$ cat src/rtl/arbiter_rr_n.sv
// N-way request arbiter with round-robin or fixed priority and a bounded
// hold time per owner. Grant, grant_id and grant_valid are all registered.
module arbiter_rr_n #(
  parameter int N        = 4,
  parameter int MAX_HOLD = 4,
  parameter int MODE     = 0
) (
  input  logic                 clk,
  input  logic                 rst,
  input  logic [N-1:0]         request,
  output logic [N-1:0]         grant,
  output logic [$clog2(N)-1:0] grant_id,
  output logic                 grant_valid
);

  localparam int IW = $clog2(N);
  localparam int CW = $clog2(MAX_HOLD + 2);

  localparam logic [0:0] IDLE = 1'b0;
  localparam logic [0:0] BUSY = 1'b1;

  logic [0:0]    state, state_n;
  logic [IW-1:0] ptr, ptr_n;
  logic [IW-1:0] id_n;
  logic [CW-1:0] cnt, cnt_n;
  logic [N-1:0]  grant_n;
  logic [N-1:0]  arb_vec;
  logic [N-1:0]  masked;
  logic          do_arb;
  logic          expired;

  // First set bit of vec scanning upward from start, wrapping N-1 -> 0.
  function automatic logic [IW-1:0] pick(input logic [N-1:0] vec, input logic [IW-1:0] start);
    logic [IW-1:0] res;
    int idx;
    res = {IW{1'b0}};
    for (int i = N - 1; i >= 0; i--) begin
      idx = int'(start) + i;
      if (idx >= N) begin
        idx = idx - N;
      end else begin
        idx = idx;
      end
      if (vec[idx]) begin
        res = IW'(idx);
      end else begin
        res = res;
      end
    end
    return res;
  endfunction

  function automatic logic [IW-1:0] next_ptr(input logic [IW-1:0] owner);
    logic [IW-1:0] res;
    if (int'(owner) == N - 1) begin
      res = {IW{1'b0}};
    end else begin
      res = owner + {{(IW-1){1'b0}}, 1'b1};
    end
    return res;
  endfunction

  assign masked  = request & ~grant;
  assign expired = (MAX_HOLD != 0) && (cnt >= CW'(MAX_HOLD));

  // Next-state decision: idle pickup, hold, owner drop, or hold expiry.
  always_comb begin
    state_n = state;
    id_n    = grant_id;
    cnt_n   = cnt;
    ptr_n   = ptr;
    arb_vec = request;
    do_arb  = 1'b0;
    case (state)
      IDLE: begin
        if (request != {N{1'b0}}) begin
          do_arb = 1'b1;
        end else begin
          id_n  = {IW{1'b0}};
          cnt_n = {CW{1'b0}};
        end
      end
      BUSY: begin
        if (!request[grant_id]) begin
          // Owner drop wins over a coincident expiry.
          if (request != {N{1'b0}}) begin
            do_arb = 1'b1;
          end else begin
            state_n = IDLE;
            id_n    = {IW{1'b0}};
            cnt_n   = {CW{1'b0}};
          end
        end else if (expired) begin
          if (masked != {N{1'b0}}) begin
            arb_vec = masked;
            do_arb  = 1'b1;
          end else begin
            cnt_n = {{(CW-1){1'b0}}, 1'b1};
            ptr_n = next_ptr(grant_id);
          end
        end else begin
          if (cnt == {CW{1'b1}}) begin
            cnt_n = cnt;
          end else begin
            cnt_n = cnt + {{(CW-1){1'b0}}, 1'b1};
          end
        end
      end
      default: begin
        state_n = IDLE;
        id_n    = {IW{1'b0}};
        cnt_n   = {CW{1'b0}};
      end
    endcase

    if (do_arb) begin
      id_n    = pick(arb_vec, (MODE == 1) ? {IW{1'b0}} : ptr);
      state_n = BUSY;
      cnt_n   = {{(CW-1){1'b0}}, 1'b1};
      ptr_n   = next_ptr(id_n);
    end else begin
      id_n = id_n;
    end

    if (state_n == BUSY) begin
      grant_n = {{(N-1){1'b0}}, 1'b1} << id_n;
    end else begin
      grant_n = {N{1'b0}};
    end
  end

  // State and output registers; reset overrides any arbitration result.
  always_ff @(posedge clk) begin
    if (rst) begin
      state       <= IDLE;
      ptr         <= {IW{1'b0}};
      cnt         <= {CW{1'b0}};
      grant       <= {N{1'b0}};
      grant_id    <= {IW{1'b0}};
      grant_valid <= 1'b0;
    end else begin
      state       <= state_n;
      ptr         <= ptr_n;
      cnt         <= cnt_n;
      grant       <= grant_n;
      grant_id    <= id_n;
      grant_valid <= (state_n == BUSY);
    end
  end

endmodule

$ cat config.mk
export PLATFORM = sky130hd
export DESIGN_NAME = arbiter_rr_n
export DESIGN_NICKNAME = d
export VERILOG_FILES = /design/src/rtl/arbiter_rr_n.sv
export SDC_FILE = /design/constraint.sdc
export NUM_CORES = 1
export LEC_CHECK = 0
export ABC_AREA = 1
export ABC_CLOCK_PERIOD_IN_PS = 3300
export CAP_MARGIN = 25
export CORE_ASPECT_RATIO = 2
export CORE_MARGIN = 5
export CORE_UTILIZATION = 33
export CTS_CLUSTER_DIAMETER = 60
export DETAILED_ROUTE_END_ITERATION = 6
export SYNTH_ARGS = -nofsm -noshare
export SYNTH_HDL_FRONTEND = slang
export SYNTH_SLANG_ARGS = --single-unit
$ cat constraint.sdc
create_clock -name clk -period 3.3 [get_ports clk]
set_input_delay 0.825 -clock clk [delete_from_list [all_inputs] [get_ports clk]]
set_output_delay 0.825 -clock clk [all_outputs]
set_load 0.02 [all_outputs]
Yosys cells after proc, flatten, opt, wreduce, memory -nomap -nowiden
Cells that the tools add are included.
{"block": "word_totals", "ff_bits": 12, "input_bits": 6, "out_inout_bits": 7}
{"block": "op_classes", "n_addsub": 10, "magnitude_cmp": 10, "n_eq_ne": 8, "shift": 1, "muxes": 57, "n_bitwise": 4, "reduce_logical": 10}
{"op": "32-bit two-way mux", "count": 8}
{"op": "32-bit by 4-bit < comparator with 1-bit output, second input constant", "count": 4}
{"op": "2-bit two-way mux", "count": 15}
{"op": "1-bit two-way mux", "count": 17}
{"op": "4-bit two-way mux", "count": 4}
{"op": "3-bit two-way mux", "count": 5}
{"op": "3-bit >= comparator, second input constant", "count": 4}
{"op": "3-bit by 3-bit subtractor with 4-bit output, second input constant", "count": 3}
{"op": "1-bit binary-select mux with 2-bit select", "count": 5}
{"op": "5-bit inequality test, second input constant", "count": 2}
{"op": "4-bit inequality test, second input constant", "count": 2}
{"op": "4-bit nonzero test", "count": 2}
{"op": "2-bit by 2-bit adder with 3-bit output, second input constant", "count": 2}
{"op": "3-bit case mux with 2 select lines", "count": 1}
{"op": "2-bit nonzero test", "count": 3}
{"op": "2-bit by 1-bit adder with 2-bit output, second input constant", "count": 2}
{"op": "4-bit AND", "count": 1}
{"op": "2-bit by 1-bit equality test with 1-bit output, second input constant", "count": 2}
{"op": "4-bit inverter", "count": 1}
{"op": "2-bit case mux with 2 select lines", "count": 1}
{"op": "2-bit AND reduction", "count": 2}
{"op": "4-bit AND reduction", "count": 1}
{"op": "2-bit OR reduction", "count": 2}
{"op": "1-bit by 2-bit << shifter with 4-bit output, first input constant", "count": 1}
{"op": "9 further kinds", "count": 10}

Longest topological paths before layout
Gate-level depths: netlist (run 1).
{"block": "logic_depth", "ltp_word": 19, "ltp_mapped": 18, "depth_no_buf": 18}

Worst setup path after synthesis (run 1)
OpenSTA, ideal clock, no wires.
{"block": "synth_timing", "path_type": "input-to-reg", "startpoint": "input port request[0]", "endpoint": "register grant[1]", "t_arrival_ps": 1930, "setup_slack_ps": 1249, "stages": 9, "cell_sequence": "nor4_2 inv_1 nand2_1 nand2_2 inv_1 a21oi_1 a21oi_1 nand3b_1 nor2_1"}
{"block": "synth_between", "elab_chain_cells": 16}
{"item": "from (decl)", "line": "10", "source": "input logic [N-1:0] request,"}
{"item": "4-bit AND", "line": "63", "source": "assign masked = request & ~grant;"}
{"item": "4-bit nonzero test", "line": "94", "source": "if (masked != {N{1'b0}}) begin"}
{"item": "4-bit two-way mux", "line": "94"}
{"item": "4-bit two-way mux", "line": "93", "source": "end else if (expired) begin"}
{"item": "4-bit two-way mux", "line": "84", "source": "if (!request[grant_id]) begin"}
{"item": "4-bit two-way mux", "line": "74", "source": "case (state)"}
{"item": "1-bit binary-select mux with 2-bit select", "line": "44", "source": "if (vec[idx]) begin"}
{"item": "1-bit two-way mux (implied by the code) (2 in a row)", "line": "44"}
{"item": "2-bit two-way mux (4 in a row)", "line": "44"}
{"item": "2-bit two-way mux (2 in a row)", "line": "116", "source": "if (do_arb) begin"}
{"item": "1-bit by 2-bit << shifter with 4-bit output", "line": "126", "source": "grant_n = {{(N-1){1'b0}}, 1'b1} << id_n;"}
{"item": "to (signal assigned)", "line": "138", "source": "grant <= {N{1'b0}};"}
{"item": "to (signal assigned)", "line": "145", "source": "grant <= grant_n;"}
{"item": "to (decl)", "line": "11", "source": "output logic [N-1:0] grant,"}
Several ways; a longest one is shown, not always the timed one. The select of a mux whose other input is x is not followed.
A chain may end at the register's enable or synchronous reset.

Worst setup path after layout (run 1)
{"block": "layout_timing", "startpoint": "input port request[1]", "endpoint": "register grant[1]"}
Same word-level chain as after synthesis.

==> impl_results.rst, run 1 <==
.. list-table::
   :header-rows: 1

   * - Metric
     - Value
   * - Status
     - finished clean
   * - Total track usage
     - 11.6%
   * - Max-capacitance violation count
     - 0
   * - Post-layout minimum cycle time
     - 2.66 ns
   * - Die Footprint
     - 3920 sq um
   * - Final HPWL DP
     - 1730 um
   * - Number of vias after detailed routing
     - 919
   * - Vias in the first global route
     - 872
   * - Initial antenna violation count
     - 0
   * - Share of total power in the clock network
     - between 10% and 20%
   * - Start point of the worst hold path
     - cnt[1]
   * - Top Ports
     - 13
   * - Horizontal extent of the die
     - 46.9 um
   * - Root buf cell
     - sky130_fd_sc_hd__clkbuf_8
   * - DRC errors left
     - 0
   * - Number of standard cells after synthesis
     - 150
   * - FF/Latch Area
     - between 200 and 250 sq um
   * - Height of the chip
     - roughly 84 um
   * - Endpoint of the worst register-to-register path
     - grant[1]
   * - Arrival time of data at the critical path endpoint
     - 2.78 ns
   * - Critical Path Source Type
     - primary input
   * - Post-layout nets
     - around 180
   * - Detailed-route vias per instance
     - 4.79
   * - Netlist Area Pre-Place
     - 897 sq um
   * - Setup TNS
     - 0 ns
   * - DRT Pass-1 Iters
     - 4
   * - Switching Share
     - 46.4%
   * - Syn nets
     - 160
   * - Antenna diode instance count
     - 0
   * - Number of storage elements in the synthesis netlist
     - 12
   * - Number of cells on the worst hold path
     - 2
   * - Combined area of the multi-input logic cells
     - between 500 and 600 sq um
   * - DRT Wirelength
     - 2120 um
   * - Worst hold endpoint
     - cnt[1]
   * - Number of levels in the clock H-tree
     - 1
   * - Floorplan row count
     - 26
   * - Register-to-register setup slack
     - around 1.4 ns
   * - Fillcell total
     - 301
   * - Mean post-synth cell area
     - around 6 sq um
   * - RSZ-0062 raised after global routing
     - no
   * - TritonCTS Buffers
     - 3
   * - Clk sink count
     - 12
   * - Core outline area
     - roughly 2600 sq um
   * - Count of unique library cells instantiated by Yosys
     - 21
   * - Slew at the pin closest to its max-slew limit
     - 0.353 ns
   * - Worst Setup Path Type
     - primary input to flip-flop
   * - Iteration-0 DRC Markers
     - 12
   * - Hold WC Path Type
     - flip-flop to flip-flop
   * - Power density over the cells
     - 853 nW/um^2
   * - CTS resizes
     - 0
   * - Clock Pin Slew Worst Setup and Hold Paths
     - 0.05 ns
   * - Total count of hold-check failures in the final report
     - 0
   * - Net load switching power
     - 435 uW
   * - Clock latency on the worst-skew pair
     - 0.24 ns
   * - Average routed wire per standard cell
     - 11.1 um
   * - Final standard cell area without fillers
     - 1100 sq um
   * - # setup viols final
     - 0
   * - Residual overflow from global routing
     - 0
   * - Buffer levels on the longest clock path
     - 2
   * - Number of standard cells in the final layout excluding fillers
     - 192
   * - Number of post-CTS setup repair buffers
     - 0
   * - F_max
     - between 300 and 400 MHz
   * - Placed Cells
     - around 190
   * - Cell internal pwr
     - 503 uW
   * - Worst path required time
     - 3.43 ns
   * - Placed standard-cell area
     - about 1000 sq um
   * - Peak ir drop on the vdd network
     - 0.577 mV
   * - Share of final-layout standard cells stronger than drive strength 1
     - 10.4%
   * - Final WS setup
     - 0.642 ns
   * - Final Cycle Share
     - 80.5%
   * - Starting density of the core
     - 34.5%
   * - Routability cong.
     - 0.877
   * - Part of the power in combinational logic
     - 56.7%
   * - Max-Slew Margin vs Limit
     - 76.2%
   * - Worst Reg-to-Reg Cells
     - 14
   * - Capturing element type of the critical path
     - flip-flop
   * - Proportion of synthesized chip area in sequential cells
     - 26.8%
   * - Peak fanout along the critical path
     - 6
   * - Global-route wire length before repair
     - between 3000 and 4000 um
   * - Clock Skew
     - 0.000730 ns
   * - CTS tree
     - yes
   * - Maximum number of pins on one net before global-route repair
     - 9
   * - Relative contribution of sequential cells to total power
     - 26.4%
   * - CTS Hold Buffers Added
     - 0
   * - Max-slew violation count
     - 0
   * - Remaining antenna violation count after routing
     - 0
   * - Number of port buffers
     - 12
   * - Most area-consuming cells after synthesis
     - sky130_fd_sc_hd__dfxtp_1, sky130_fd_sc_hd__nand2_1, sky130_fd_sc_hd__inv_1
   * - P&R area growth vs syn
     - 22.5%
   * - Static Leakage
     - 0.540 nW
   * - Library cell occupying the most area in the post-synthesis netlist
     - sky130_fd_sc_hd__dfxtp_1
   * - Worst slack at placement
     - 0.386 ns
   * - Yosys warnings
     - 0
   * - Area share of the largest cell type after synthesis
     - between 20% and 30%
   * - Final worst hold slack
     - 0.481 ns
   * - Reg-to-reg critical path startpoint
     - grant_id[0]
[metrics by stage]
step / utilization [%] / power [mW]
6_report: 42.2 / 0.938
3_5_place_dp: 40.1 / 0.787
5_1_grt: 42.2 / 1.03
3_3_place_gp: 40.1 / 0.780
2_1_floorplan: - / 0.635
4_1_cts: 42.2 / 0.951
[synthesized netlist by cell type (all sizes together)]
master	instances
a21oi	11
a31oi	1
buf	1
clkbuf	1
clkinv	1
dfxtp	12
ha	4
inv	26
nand2	49
nand3	18
nand3b	1
nand4	3
nor2	18
nor4	1
o21ai	3
[cells by family (layout without fill, tap and decap cells)]
kind of cell	after synthesis	in the layout	synth area share (%)
AND/OR/NAND/NOR	90	90	46.0
flip-flops	12	12	26.8
buffers and inverters	29	43	12.3
adder cells (fa/ha/maj)	4	4	5.58
AO/OA/AOI/OAI	15	15	9.35
[layout by cell type (no fill, tap or decap)]
master                            instances
sky130_fd_sc_hd__a21oi_1                 10
sky130_fd_sc_hd__a21oi_2                  1
sky130_fd_sc_hd__a31oi_1                  1
sky130_fd_sc_hd__clkbuf_8                 4
sky130_fd_sc_hd__clkdlybuf4s50_1         12
sky130_fd_sc_hd__clkinv_1                 1
sky130_fd_sc_hd__dfxtp_1                 12
sky130_fd_sc_hd__ha_1                     4
sky130_fd_sc_hd__inv_1                   23
sky130_fd_sc_hd__inv_2                    3
sky130_fd_sc_hd__nand2_1                 46
sky130_fd_sc_hd__nand2_2                  2
sky130_fd_sc_hd__nand2_4                  1
sky130_fd_sc_hd__nand3_1                 14
sky130_fd_sc_hd__nand3_2                  4
sky130_fd_sc_hd__nand3b_1                 1
sky130_fd_sc_hd__nand4_1                  3
sky130_fd_sc_hd__nor2_1                  18
sky130_fd_sc_hd__nor4_2                   1
sky130_fd_sc_hd__o21ai_0                  2
sky130_fd_sc_hd__o21ai_2                  1
[layout make-up]
class                      instances  share of cell area [%]
clock buffer                       4                    5.01
timing repair buffer              12                    10.9
inverter                          27                    9.23
sequential                        12                    21.9
tap                               28                    3.19
multi-input combinational        109                    49.8
[worst max path at each step]
| stage | cells after the start | startpoint | endpoint | slack [ns] |
|---|---|---|---|---|
| finish | 15 | request[1] | grant[1] | 0.64 |
| global route | 18 | request[3] | ptr[1] | 0.39 |
| CTS | 15 | request[1] | grant[1] | 0.63 |
| detailed placement | 15 | request[1] | grant[1] | 0.39 |
| global placement | 10 | request[1] | grant[1] | 0.37 |
| floorplan | 9 | request[0] | grant[1] | 1.25 |
[power by group through the flow]
stage,registers (mW),clock network (mW),logic [mW]
after floorplan,0.265,0,0.370
after global placement,0.249,0,0.530
after detailed placement,0.251,0,0.537
after CTS,0.248,0.164,0.539
after global routing,0.255,0.172,0.607
final,0.247,0.159,0.532
[state kept, by name, summed over array words and instances (netlist names)]
| register | flops |
|---|---|
| cnt | 3 |
| grant | 4 |
| grant_id | 2 |
| ptr | 2 |
| state | 1 |
[layer usage]
metal | track usage (%) | up-vias | part of all wire, %
li1 | - | 499 | -
met1 | 13.6 | 400 | 43
met2 | 20.1 | 14 | 52
met3 | 1.30 | 6 | 2.2
met4 | 4.53 | 0 | 2.1
met5 | 0 | - | 0
[critical path, stage by stage]
cell,delay [ns]
sky130_fd_sc_hd__clkdlybuf4s50_1,0.62
sky130_fd_sc_hd__nand2_1,0.09
sky130_fd_sc_hd__nand2_1,0.07
sky130_fd_sc_hd__inv_1,0.04
sky130_fd_sc_hd__nand2_2,0.13
sky130_fd_sc_hd__nand3_1,0.12
sky130_fd_sc_hd__nand3_1,0.09
sky130_fd_sc_hd__nand2_1,0.09
sky130_fd_sc_hd__a21oi_1,0.13
sky130_fd_sc_hd__nand2_1,0.06
sky130_fd_sc_hd__nand2_1,0.06
sky130_fd_sc_hd__nand2_1,0.07
sky130_fd_sc_hd__a21oi_1,0.20
sky130_fd_sc_hd__nand3b_1,0.16
sky130_fd_sc_hd__nor2_1,0.04
Power figures use the tool's default switching activity.
==> run 2: changes to the inputs <==
--- a/config.mk
+++ b/config.mk
@@ -6,7 +6,7 @@
 export NUM_CORES = 1
 export LEC_CHECK = 0
 export ABC_AREA = 1
-export ABC_CLOCK_PERIOD_IN_PS = 3300
+export ABC_CLOCK_PERIOD_IN_PS = 2700
 export CAP_MARGIN = 25
 export CORE_ASPECT_RATIO = 2
 export CORE_MARGIN = 5
==> constraint.sdc (replaced) <==
create_clock -name clk -period 2.7 [get_ports clk]
set_input_delay 0.675 -clock clk [delete_from_list [all_inputs] [get_ports clk]]
set_output_delay 0.675 -clock clk [all_outputs]
set_load 0.02 [all_outputs]
==> run 2 against run 1 <==
Against the previous run:
- sequential share of layout area decreased by 1.0 points
- flip-flop and latch count unchanged
- utilization increased by 2.0 points
- global-route usage increased by 1.9 points
- die area unchanged
- critical path type unchanged
- highest routed layer unchanged
==> impl_results.rst, run 2 (same netlist as run 1, synthesis figures left out) <==
.. list-table::
   :header-rows: 1

   * - Metric
     - Value
   * - Sequence of cells on the critical path
     - clkdlybuf4s50_1 > inv_1 > nand2_1 > nand3_2 > nand2_4 > nand3_1 > nand3_1 > nand2_1 > a21oi_1 > nand2_1 > nand2_1 > nand2_1 > a21oi_1 > nand3b_1 > nor2_1
   * - Final Power
     - between 1 and 1.5 mW
   * - Capturing element type of the critical path
     - flip-flop
   * - Final worst hold slack
     - roughly 0.48 ns
   * - Post-route core utilization
     - ~44%
   * - Residual overflow from global routing
     - 0
   * - Die Footprint
     - 3920 sq um
   * - Clk sink count
     - 12
   * - Power density over the cells
     - slightly above 1000 nW/um^2
   * - Core outline area
     - between 2000 and 3000 sq um
   * - DRT Pass-1 Iters
     - 4
   * - Height of the chip
     - 83.7 um
   * - CTS resizes
     - 0
   * - Share of total power in the clock network
     - 16.8%
   * - Crit path buf inv count
     - 2
   * - Worst path slowest cell
     - sky130_fd_sc_hd__clkdlybuf4s50_1
   * - Status
     - finished clean
   * - Final Cycle Share
     - 90.2%
   * - Max-slew violation count
     - 0
   * - Registers with the most flip-flops
     - grant (4), cnt (3)
   * - Remaining antenna violation count after routing
     - 0
   * - Worst path required time
     - 2.83 ns
   * - Post-layout nets
     - 182
   * - Number of levels in the clock H-tree
     - 1
   * - Vias in the first global route
     - 1043
   * - Post-layout minimum cycle time
     - ~2.4 ns
   * - Buffer levels on the longest clock path
     - 2
   * - Static Leakage
     - 0.574 nW
   * - Antenna diode instance count
     - 0
   * - Share of final-layout standard cells stronger than drive strength 1
     - 14.0%
   * - Routability cong.
     - 0.885
   * - Worst Setup Path Type
     - primary input to flip-flop
   * - Relative contribution of sequential cells to total power
     - 25.9%
   * - FF/Latch Area
     - 240 sq um
   * - DRC errors left
     - 0
   * - Cell internal pwr
     - 629 uW
   * - Maximum cell stage delay along the critical path
     - 0.54 ns
   * - Iteration-0 DRC Markers
     - 26
   * - Clock latency on the worst-skew pair
     - 0.24 ns
   * - Clock Skew
     - 0.00164 ns
   * - Flip-flop count of the largest register, all copies and words added
     - 4
   * - RSZ-0062 raised after global routing
     - no
   * - Max-capacitance violation count
     - 0
   * - Register ranked first by flip-flop count
     - grant
   * - Placed standard-cell area
     - 1100 sq um
   * - Maximum number of pins on one net before global-route repair
     - 9
   * - Critical Path Source Type
     - primary input
   * - CTS tree
     - yes
   * - DRT Wirelength
     - 2300 um
   * - Most prevalent standard cell on the critical path
     - sky130_fd_sc_hd__nand2_1
   * - Fillcell total
     - 284
   * - Arrival time of data at the critical path endpoint
     - 2.57 ns
   * - Floorplan row count
     - 26
   * - Number of post-CTS setup repair buffers
     - 0
   * - CTS Hold Buffers Added
     - 0
   * - Peak fanout along the critical path
     - 7
   * - Horizontal extent of the die
     - 46.9 um
   * - Hold WC Path Type
     - flip-flop to flip-flop
   * - Most frequent standard cell in the layout excluding fill and tap cells
     - sky130_fd_sc_hd__nand2_1
   * - Root buf cell
     - sky130_fd_sc_hd__clkbuf_8
   * - Final HPWL DP
     - 1880 um
   * - P&R area growth vs syn
     - 28.3%
   * - Number of standard cells in the final layout excluding fillers
     - 199
   * - Number of vias after detailed routing
     - 983
   * - Placed Cells
     - 195
   * - Top library cells by usage in the layout, fill and taps aside
     - sky130_fd_sc_hd__nand2_1, sky130_fd_sc_hd__inv_1, sky130_fd_sc_hd__nor2_1
   * - Number of port buffers
     - 12
   * - Net load switching power
     - 545 uW
   * - Gate family responsible for the most delay along the worst path
     - simple AND/OR/NAND/NOR gates
   * - Top Ports
     - 13
   * - Max-Slew Margin vs Limit
     - ~80%
   * - Peak ir drop on the vdd network
     - 0.474 mV
   * - Clock Pin Slew Worst Setup and Hold Paths
     - 0.05 ns
   * - Part of the power in combinational logic
     - 57.3%
   * - Slew at the pin closest to its max-slew limit
     - 0.301 ns
   * - Combined area of the multi-input logic cells
     - around 550 sq um
   * - F_max
     - between 400 and 500 MHz
   * - Average routed wire per standard cell
     - about 12 um
   * - Global-route wire length before repair
     - 4000 um
   * - # setup viols final
     - 0
   * - TritonCTS Buffers
     - 3
   * - Total track usage
     - 13.5%
   * - Detailed-route vias per instance
     - 4.94
   * - Initial antenna violation count
     - 0
   * - Total count of hold-check failures in the final report
     - 0
   * - Starting density of the core
     - approximately a third
   * - Switching Share
     - between 40% and 50%
   * - Final standard cell area without fillers
     - between 1000 and 1500 sq um
## run 2: power groups by stage
stage / clock network [mW] / logic (mW) / registers (mW)
6_report: 0.197 / 0.673 / 0.304
5_1_grt: 0.208 / 0.765 / 0.313
4_1_cts: 0.201 / 0.682 / 0.304
3_5_place_dp: 0 / 0.677 / 0.308
3_3_place_gp: 0 / 0.670 / 0.307
2_1_floorplan: 0 / 0.452 / 0.323
## run 2: layout make-up
cell class	instances	share of cell area (%)
Timing Repair Buffer	19	15.0
Clock buffer	4	4.78
Inverter	27	8.80
Multi-Input combinational cell	109	47.5
Tap cell	28	3.04
Sequential cell	12	20.9
## run 2: worst paths after layout
check	from	to	slack, ns	cells past startpoint
setup / recovery	request[0]	grant[1]	0.27	15
hold / removal	cnt[1]	cnt[1]	0.48	2
setup reg to reg	grant_id[0]	grant[1]	0.68	14
hold reg to reg	cnt[1]	cnt[1]	0.48	2
## run 2: worst min-delay path: cells and delay by family (launching register included)
family,cells,cell delay [ns]
AOI/OAI and AO/OA,1,0.05
DFF,1,0.32
and+or+nand+nor,1,0.06
## run 2: metrics by stage
step                        TNS, ns  setup slack [ns]
after CTS                         0             0.247
after floorplan                   0             0.799
after global routing              0            0.0523
after global placement            0            0.0170
after detailed placement  -0.000534         -0.000534
final                             0             0.266
## run 2: layer usage
| metal | GRT usage (%) | part of all wire (%) | up-vias | wire length (um) |
|---|---|---|---|---|
| li1 | - | - | 511 | - |
| met1 | 13.6 | 38 | 446 | 874 |
| met2 | 23.9 | 56 | 20 | 1300 |
| met3 | 1.94 | 2.6 | 6 | 59 |
| met4 | 7.81 | 3.0 | 0 | 69 |
| met5 | 0 | 0 | - | 0 |
